File: src/rtl/cfg_loader_pkg.sv
// -----------------------------------------------------------------------------
// cfg_loader_pkg : shared types, constants and helpers for cfg_loader_burst.
// Revision: 1.0 - initial release
// -----------------------------------------------------------------------------
`default_nettype none

package cfg_loader_pkg;

  // Loader FSM states
  typedef enum logic [0:0] {
    IDLE  = 1'b0,
    BURST = 1'b1
  } state_e;

  // CRC-8 generator polynomial x^8 + x^2 + x + 1
  localparam logic [7:0] CRC8_POLY = 8'h07;

  // Widest one-hot vector the decode helper can produce
  localparam int unsigned MAX_ONEHOT_W = 32;

  // One-hot decode of idx into nb bits; out-of-range indices give all zeros
  function automatic logic [MAX_ONEHOT_W-1:0] onehot_decode(input logic [31:0] idx,
                                                            input logic [31:0] nb);
    logic [MAX_ONEHOT_W-1:0] oh;
    oh = '0;
    for (int i = 0; i < MAX_ONEHOT_W; i++) begin
      if ((32'(i) < nb) && (32'(i) == idx)) oh[i] = 1'b1;
    end
    return oh;
  endfunction

endpackage

`default_nettype wire

File: src/rtl/cfg_loader_crc8.sv
// -----------------------------------------------------------------------------
// cfg_loader_crc8 : running CRC-8 (poly 0x07, init 0x00) over written data
//                   words, MSB first. Only built when LOADER_CRC_EN is defined.
// Revision: 1.0 - initial release
// -----------------------------------------------------------------------------
`default_nettype none

module cfg_loader_crc8
  import cfg_loader_pkg::*;
#(
  parameter int unsigned DATA_W = 8
) (
  input  logic              clk_i,
  input  logic              rst_ni,
  input  logic              clear_i,  // restart the CRC (burst start)
  input  logic              upd_i,    // a data word is being written
  input  logic [DATA_W-1:0] data_i,
  output logic [7:0]        crc_o
);

  logic [7:0] crc_q;
  logic [7:0] crc_d;
  logic [7:0] base_w;
  logic       fb_w;

  // Next CRC: a clear restarts from zero before folding in the new word
  always_comb begin
    base_w = clear_i ? 8'h00 : crc_q;
    crc_d  = base_w;
    fb_w   = 1'b0;
    if (upd_i) begin
      for (int i = DATA_W - 1; i >= 0; i--) begin
        fb_w  = crc_d[7] ^ data_i[i];
        crc_d = {crc_d[6:0], 1'b0} ^ (fb_w ? CRC8_POLY : 8'h00);
      end
    end
  end

  // CRC register
  always_ff @(posedge clk_i or negedge rst_ni) begin
    if (!rst_ni) crc_q <= 8'h00;
    else         crc_q <= crc_d;
  end

  assign crc_o = crc_q;

endmodule

`default_nettype wire

File: src/rtl/cfg_loader_burst.sv
// -----------------------------------------------------------------------------
// cfg_loader_burst : tile configuration loader with valid/ready handshake,
//                    auto-incrementing bursts, sticky ERROR and DONE pulse.
//                    Optional CRC output when LOADER_CRC_EN is defined.
// Revision: 1.0 - initial release
// -----------------------------------------------------------------------------
`default_nettype none

module cfg_loader_burst
  import cfg_loader_pkg::*;
#(
  parameter int unsigned ADDR_W     = 10,
  parameter int unsigned SUB_ADDR_W = 9,
  parameter int unsigned DATA_W     = 8,
  parameter int unsigned NB_ELEM    = 2,
  parameter int unsigned LEN_W      = 8
) (
  input  logic                  CLK,
  input  logic                  RESET,
  input  logic                  SELECT,
  input  logic                  VALID,
  output logic                  READY,
  input  logic                  MODE,
  input  logic [ADDR_W-1:0]     ADDRESS,
  input  logic [LEN_W-1:0]      BURST_LEN,
  input  logic [DATA_W-1:0]     DATA_IN,
  input  logic                  CLEAR_ERR,
  output logic [SUB_ADDR_W-1:0] ADDRESS_SB_OR_CLUSTER,
  output logic [DATA_W-1:0]     DATA_OUT,
  output logic [NB_ELEM-1:0]    SELECT_SB_OR_CLUSTER,
  output logic                  DONE,
  output logic                  ERROR
`ifdef LOADER_CRC_EN
  ,
  output logic [7:0]            CRC
`endif
);

  localparam int unsigned IDX_W  = ADDR_W - SUB_ADDR_W;
  localparam int unsigned IDX_P1 = IDX_W + 1;
  localparam int unsigned SUB_P1 = SUB_ADDR_W + 1;
  localparam logic [IDX_W:0] NB_LIM = IDX_P1'(NB_ELEM);

  if ((SUB_ADDR_W >= ADDR_W) || (NB_ELEM < 1) || (NB_ELEM > (2 ** IDX_W)) ||
      (NB_ELEM > MAX_ONEHOT_W)) begin : g_bad_params
    $error("cfg_loader_burst: NB_ELEM must be within 1..2**(ADDR_W-SUB_ADDR_W)");
  end

  state_e                state_q, state_d;
  logic                  err_q, done_q;
  logic [NB_ELEM-1:0]    sel_q;
  logic [SUB_ADDR_W-1:0] addr_q;
  logic [DATA_W-1:0]     data_q;
  logic [IDX_W-1:0]      base_idx_q;
  logic [SUB_ADDR_W:0]   sub_cnt_q;   // one spare bit flags an element-boundary crossing
  logic [LEN_W-1:0]      rem_q;       // beats still owed after the current one

  logic                  accept_w, idx_ok_w, ovf_w, last_w, burst_start_w;
  logic [IDX_W-1:0]      idx_in_w;
  logic                  wr_w, done_w, err_set_w;
  logic [SUB_ADDR_W-1:0] wr_sub_w;
  logic [IDX_W-1:0]      wr_idx_w;

  assign accept_w      = VALID & SELECT & ~err_q;
  assign idx_in_w      = ADDRESS[ADDR_W-1:SUB_ADDR_W];
  assign idx_ok_w      = {1'b0, idx_in_w} < NB_LIM;
  assign ovf_w         = sub_cnt_q[SUB_ADDR_W];
  assign last_w        = (rem_q == LEN_W'(1));
  assign burst_start_w = accept_w & MODE & (state_q == IDLE);

  // FSM state register
  always_ff @(posedge CLK or negedge RESET) begin
    if (!RESET) state_q <= IDLE;
    else        state_q <= state_d;
  end

  // FSM next-state: enter BURST on a valid multi-beat start, leave on last beat or overflow
  always_comb begin
    state_d = state_q;
    case (state_q)
      IDLE:    if (burst_start_w && idx_ok_w && (BURST_LEN != '0)) state_d = BURST;
      BURST:   if (accept_w && (ovf_w || last_w))                  state_d = IDLE;
      default: state_d = IDLE;
    endcase
  end

  // FSM outputs: what the accepted beat writes, whether it ends a burst or raises an error
  always_comb begin
    wr_w      = 1'b0;
    done_w    = 1'b0;
    err_set_w = 1'b0;
    wr_sub_w  = ADDRESS[SUB_ADDR_W-1:0];
    wr_idx_w  = idx_in_w;
    case (state_q)
      IDLE: begin
        if (accept_w) begin
          if (!idx_ok_w) begin
            err_set_w = 1'b1;
          end else begin
            wr_w   = 1'b1;
            done_w = MODE & (BURST_LEN == '0);
          end
        end
      end
      BURST: begin
        wr_sub_w = sub_cnt_q[SUB_ADDR_W-1:0];
        wr_idx_w = base_idx_q;
        if (accept_w) begin
          if (ovf_w) begin
            err_set_w = 1'b1;
          end else begin
            wr_w   = 1'b1;
            done_w = last_w;
          end
        end
      end
      default: ;
    endcase
  end

  // Output registers: strobe/DONE pulse for one cycle, address/data hold between writes
  always_ff @(posedge CLK or negedge RESET) begin
    if (!RESET) begin
      sel_q  <= '0;
      addr_q <= '0;
      data_q <= '0;
      done_q <= 1'b0;
      err_q  <= 1'b0;
    end else begin
      sel_q  <= wr_w ? NB_ELEM'(onehot_decode(32'(wr_idx_w), 32'(NB_ELEM))) : '0;
      done_q <= done_w;
      err_q  <= err_set_w | (err_q & ~CLEAR_ERR);
      if (wr_w) begin
        addr_q <= wr_sub_w;
        data_q <= DATA_IN;
      end
    end
  end

  // Burst bookkeeping: latch base/length on the first beat, advance on each write
  always_ff @(posedge CLK or negedge RESET) begin
    if (!RESET) begin
      base_idx_q <= '0;
      sub_cnt_q  <= '0;
      rem_q      <= '0;
    end else if (burst_start_w) begin
      base_idx_q <= idx_in_w;
      sub_cnt_q  <= {1'b0, ADDRESS[SUB_ADDR_W-1:0]} + SUB_P1'(1);
      rem_q      <= BURST_LEN;
    end else if (wr_w && (state_q == BURST)) begin
      sub_cnt_q  <= sub_cnt_q + SUB_P1'(1);
      rem_q      <= rem_q - LEN_W'(1);
    end
  end

`ifdef LOADER_CRC_EN
  cfg_loader_crc8 #(
    .DATA_W (DATA_W)
  ) u_crc (
    .clk_i   (CLK),
    .rst_ni  (RESET),
    .clear_i (burst_start_w),
    .upd_i   (wr_w),
    .data_i  (DATA_IN),
    .crc_o   (CRC)
  );
`endif

  assign READY                 = ~err_q;
  assign ERROR                 = err_q;
  assign DONE                  = done_q;
  assign SELECT_SB_OR_CLUSTER  = sel_q;
  assign ADDRESS_SB_OR_CLUSTER = addr_q;
  assign DATA_OUT              = data_q;

endmodule

`default_nettype wire

File: config.mk
export PLATFORM = sky130hd
export DESIGN_NAME = cfg_loader_burst
export DESIGN_NICKNAME = d
export VERILOG_FILES = /design/src/rtl/cfg_loader_pkg.sv /design/src/rtl/cfg_loader_crc8.sv /design/src/rtl/cfg_loader_burst.sv
export SDC_FILE = /design/constraint.sdc
export NUM_CORES = 1
export LEC_CHECK = 0
export ABC_AREA = 0
export BUFFER_PORTS_ARGS = -buffer_cell sky130_fd_sc_hd__buf_4
export CAP_MARGIN = 30
export CORE_MARGIN = 8
export CORE_UTILIZATION = 45
export CTS_CLUSTER_SIZE = 14
export DETAILED_ROUTE_END_ITERATION = 10
export PLACE_DENSITY = 0.82
export SLEW_MARGIN = 10
export SYNTH_ARGS = -nofsm -noshare
export SYNTH_HDL_FRONTEND = slang
export SYNTH_SLANG_ARGS = --single-unit
export TNS_END_PERCENT = 30
File: constraint.sdc
create_clock -name CLK -period 2.15 [get_ports CLK]
set_input_delay 0.215 -clock CLK [delete_from_list [all_inputs] [get_ports CLK]]
set_output_delay 0.215 -clock CLK [all_outputs]
set_load 0.005 [all_outputs]
# Word level (Yosys, flattened, before mapping)
# Index checks and enable logic that the tools add are counted.
# word_totals
mem_count	0
mem_bits_rw	0
out_inout_bits	22
register_bits	41
rom_bits	0
word_cells	53
in_bits	32
latchBits	0
# classes
n_shift	0
reduce_logical	7
bitwise	10
magnitude_cmp	0
mul	0
div	0
eq_ne	1
n_mux	23
n_addsub	3
# op_table
operator	count
two-way mux 10 bit	2
two-way mux 8 bit	2
two-way mux 1 bit	13
adder 10 x 1 -> 10 bit, second input constant	1
adder 9 x 1 -> 10 bit, second input constant	1
two-way mux 9 bit	1
equality test 8 x 1 -> 1 bit, second input constant	1
logical NOT 8 bit	1
case mux 1 bit (2 select lines)	4
nonzero test 8 bit	1
subtractor 8 x 1 -> 8 bit, second input constant	1
bitwise AND 1 bit	6
logical AND 1 bit	3
NOT 1 bit	3
two-way mux 2 bit	1
nonzero test 2 bit	1
logical OR 1 bit	1
OR 1 bit	1

# Longest topological paths before layout
# logic_depth
ltp_word	7
depth_mapped	11
depth_no_buf	9

# Worst setup path after synthesis
# No wires, ideal clock.
# synth_timing
kind	register to register
startpoint	register err_q, in the netlist ERROR
endpoint	register sub_cnt_q[8]
stages_incl_launch_ff	12
setup_time_ns	0.133
path_buffers	2
arrival_time_ns	1.936
period_less_slack_ns	2.069
required_time_ns	2.017
setup_slack_ns	0.081
cell_sequence	dfrtp_1 and3b_1 buf_4 and2_4 buf_2 nand2_1 nand2_1 ha_1 nand3_1 nor3_1 xnor2_1 o211ai_1
# synth_via
elab_chain_cells	6
word_cells_on_any_way	10
classes_between	mux: 4; bitwise: 4; reduce/logical: 2
# synth_rtl
item	line	text
start, declared	cfg_loader_burst.sv:50	logic err_q, done_q;
start signal, assigned	cfg_loader_burst.sv:132	err_q <= err_set_w | (err_q & ~CLEAR_ERR);
NOT 1 bit (*)	cfg_loader_burst.sv:64	assign accept_w = VALID & SELECT & ~err_q;
bitwise AND 1 bit (*)	cfg_loader_burst.sv:64	
two-way mux 1 bit (on tied branches)	cfg_loader_burst.sv:108, cfg_loader_burst.sv:96	
case mux 1 bit (2 select lines)	cfg_loader_burst.sv:94	case (state_q)
logical AND 1 bit	cfg_loader_burst.sv:150	end else if (wr_w && (state_q == BURST)) begin
nonzero test 2 bit (no source line)	n/a	
end signal, assigned	cfg_loader_burst.sv:148	sub_cnt_q <= {1'b0, ADDRESS[SUB_ADDR_W-1:0]} + SUB_P1'(1);
end signal, assigned	cfg_loader_burst.sv:151	sub_cnt_q <= sub_cnt_q + SUB_P1'(1);
end, declared	cfg_loader_burst.sv:55	logic [SUB_ADDR_W:0] sub_cnt_q;
# Mark *: on every way between the ends. The rest lies on a longest branch, timed or not.
# A chain may end at the register's enable or synchronous reset.

# Final worst setup path
# layout_timing
startpoint	register err_q, in the netlist ERROR
endpoint	register sub_cnt_q[6]
# The elaborated chain is that of the path after synthesis.

==> flow_summary.yaml <==
critical_path:
  crit_required_ps: 2330
  path_common_cell: "nand2_1"
  worstPathCellList: "and3b_1 -> nand2_2 -> buf_4 -> nand2_1 -> nand2_1 -> ha_1 -> nand4b_1 -> nor3_2 -> xnor2_1 -> mux2i_1"
  cpLargestDelayFamily: "simple AND/OR/NAND/NOR gates"
  cp_data_arrival_time_ps: 2180
  cp_slowest_cell: "dfrtp_1"
  crit_path_max_incr_delay_ps: 410
  path_class: "register to register"
  r2r-start: "ERROR"
  cp_max_fo: 9
  path_buf_inv: 1
  worstSetupStartpoint: "ERROR"
  start_kind: "register"
  end_kind: "register"
pwr:
  p_total_w: 0.003082
  power_frac_comb_pct: 37.8
  p_int_w: 0.001926
  switchingPower_w: 0.001157
  switching_share_pct: 37.52
  powerDensity_nw_per_um2: 1086
  vdd_drop_max_mv: 0.4672
  leakage_nw: 1.308
  p_clk_share_pct: 20.6
  pwr-share-seq_pct: 41.6
logic_synthesis:
  ys_ff_latch: 41
  ys_warn_count: 0
  ys_async_sr_fraction_pct: 100.0
  synth_fp_nets: 278
  yosysSeqAreaShare_pct: 46.09
  synthCells: 243
  synthTopCellsByArea: "dfrtp_1 46%, nand2_1 9.3%, mux2i_1 4.9%"
  ys_types: 47
  synthFlopType: "dfrtp_1"
  synthTopCellsByCount: "55 x nand2_1, 41 x dfrtp_1, 16 x nor2_1"
  yosysMostFrequentCell: "nand2_1"
  avgSynthCellArea_um2: 9.160
  synth_edf_count: 0
  synth_top_area_share_pct: 46.09
  synth_top_area_cell: "dfrtp_1"
  syn-cell-area_um2: 2226
floorplanning:
  die_height_um: 86.33
  dieWidth_um: 86.33
  rows: 25
  initial_core_util_pct: 46.82
  die_area_um2: 7453
  pin_count: 54
  core_area_um2: 4755
clock_tree:
  post_cts_buffers: 0
  insertion_delay_ps: 300
  cts_buffers: 5
  htreeDepth: 2
  clkSlewWorstSetupHoldPaths_ps: 80
  cts.sinks: 41
  cts_root_buffer: "clkbuf_8"
  cts_tree: "yes"
  clk_path_buf_depth: 2
place:
  dp_cells: 360
  pre_cts_ws_ps: 184.8
  dp_hpwl_mm: 4.270
  port_buffers: 53
  finalWeightedCongestion: 0.9656
timing:
  rsz0062_at_grt: "no"
  drv_slew: 0
  hold_ws_ps: 92.03
  relSlewSlack_pct: 58.45
  hold_viol_final: 0
  fin_ws_ps: 142.6
  finalSetupTns_ps: 0
  worstMarginPinSlew_ps: 617.5
  setup_viol: 0
  fmax_mhz: 498.1
  period_needed_ps: 2007
  period_share_pct: 93.37
  skew_ps: 5.736
grt:
  grt.total_usage_pct: 16.24
  overflow: 0
  first_global_vias: 2131
  use_met1_pct: 19.90
  antenna_found_initial: 0
  use_met2_pct: 25.21
  grt_first_pass_wirelength_mm: 9.839
  busiest_layer: "met2"
  grt_max_degree: 42
  gr-usage-met3_pct: 5.860
routing:
  drc: 0
  drt_wl_total_mm: 5.921
  wl_per_cell_um: 16.05
  vias: 2048
  viasPerCell: 5.550
  drtAntennaViolNets: 0
  drt_first_iter_violations: 194
  first_pass_iters: 4
worst_hold_path:
  hp-start: "CLEAR_ERR"
  hold_path.class: "primary input to register"
final_layout:
  fin_cells: 369
  drive_above_1_share_pct: 26.49
  area_growth_pct: 27.49
  nets: 336
  antennaDiodeCount: 0
flow_run:
  drv_cap: 0
outcome:
  status: "completed"
[power by group through the flow]
stage / registers (W) / logic (W) / clock network [W]
3_5_place_dp: 0.00129 / 0.00115 / 0
6_report: 0.00128 / 0.00117 / 0.000635
5_1_grt: 0.00132 / 0.00129 / 0.000675
4_1_cts: 0.00127 / 0.00116 / 0.000642
2_1_floorplan: 0.00123 / 0.000756 / 0
3_3_place_gp: 0.00127 / 0.00111 / 0
[cell type report]
type | count | area [um2]
timing repair buffer | 62 | 467.9
tap | 67 | 83.83
inverter | 6 | 22.52
fill | 409 | 1917
multi-input combinational | 185 | 1122
sequential | 41 | 1026
clock buffer | 5 | 68.82
clock inverter | 3 | 46.29
[per-stage QoR]
stage | area, um2 | util [%]
3_5_place_dp | 2703 | 56.84
6_report | 2838 | 59.68
5_1_grt | 2838 | 59.68
2_1_floorplan | 2226 | -
4_1_cts | 2828 | 59.47
3_3_place_gp | 2703 | 56.84
[final timing paths]
kind / to / slack (ps) / cells after the start
max: sub_cnt_q[6] / 140 / 10
min: ERROR / 90 / 2
max reg2reg: sub_cnt_q[6] / 140 / 10
min reg2reg: DATA_OUT[0] / 480 / 2
max in group asynchronous: rem_q[1] / 1360 / 2
min in group asynchronous: rem_q[3] / 430 / 2
[metal layers]
metal  share of wire (%)  up-vias
met3                 9.1       13
li1                    -      972
met5                   0        -
met2                  46       94
met4                 2.0        0
met1                  43      969
[cell families after synthesis]
logic type	count (synthesis)	share of synthesized area, %
AO/OA/AOI/OAI	48	14.28
XOR/XNOR	10	3.935
adder cells (fa/ha/maj)	3	1.687
buffers and inverters	17	3.934
flip-flops	41	46.09
multiplexers	13	5.959
AND/OR/NAND/NOR	111	24.12
[repair_timing]
action                                 4_1_cts  5_1_grt
hold buffers                                 1        0
setup endpoints to repair                    0        2
endpoints found under the hold margin       41        0
resized for setup                            0        2
[cells in the final DEF, fill, tap and decap left out, types with 3 or more instances in the layout]
cell type	n
clkbuf_8	5
and3_1	3
buf_4	61
ha_1	3
nor4_1	3
nor2_1	16
nand2b_1	3
xnor2_1	9
o211ai_1	5
a211oi_1	7
a21oi_1	10
nand3_1	6
o21ai_1	13
inv_1	6
mux2i_1	11
nand2_1	55
dfrtp_1	41
nor3_1	7
[sequential cells by signal (all words and copies together) (netlist names)]
signal / count
base_idx_q: 1
DATA_OUT: 8
rem_q: 8
sub_cnt_q: 10
state_q: 1
ADDRESS_SB_OR_CLUSTER: 9
SELECT_SB_OR_CLUSTER: 2
ERROR: 1
DONE: 1
Power figures use the tool's default switching activity.
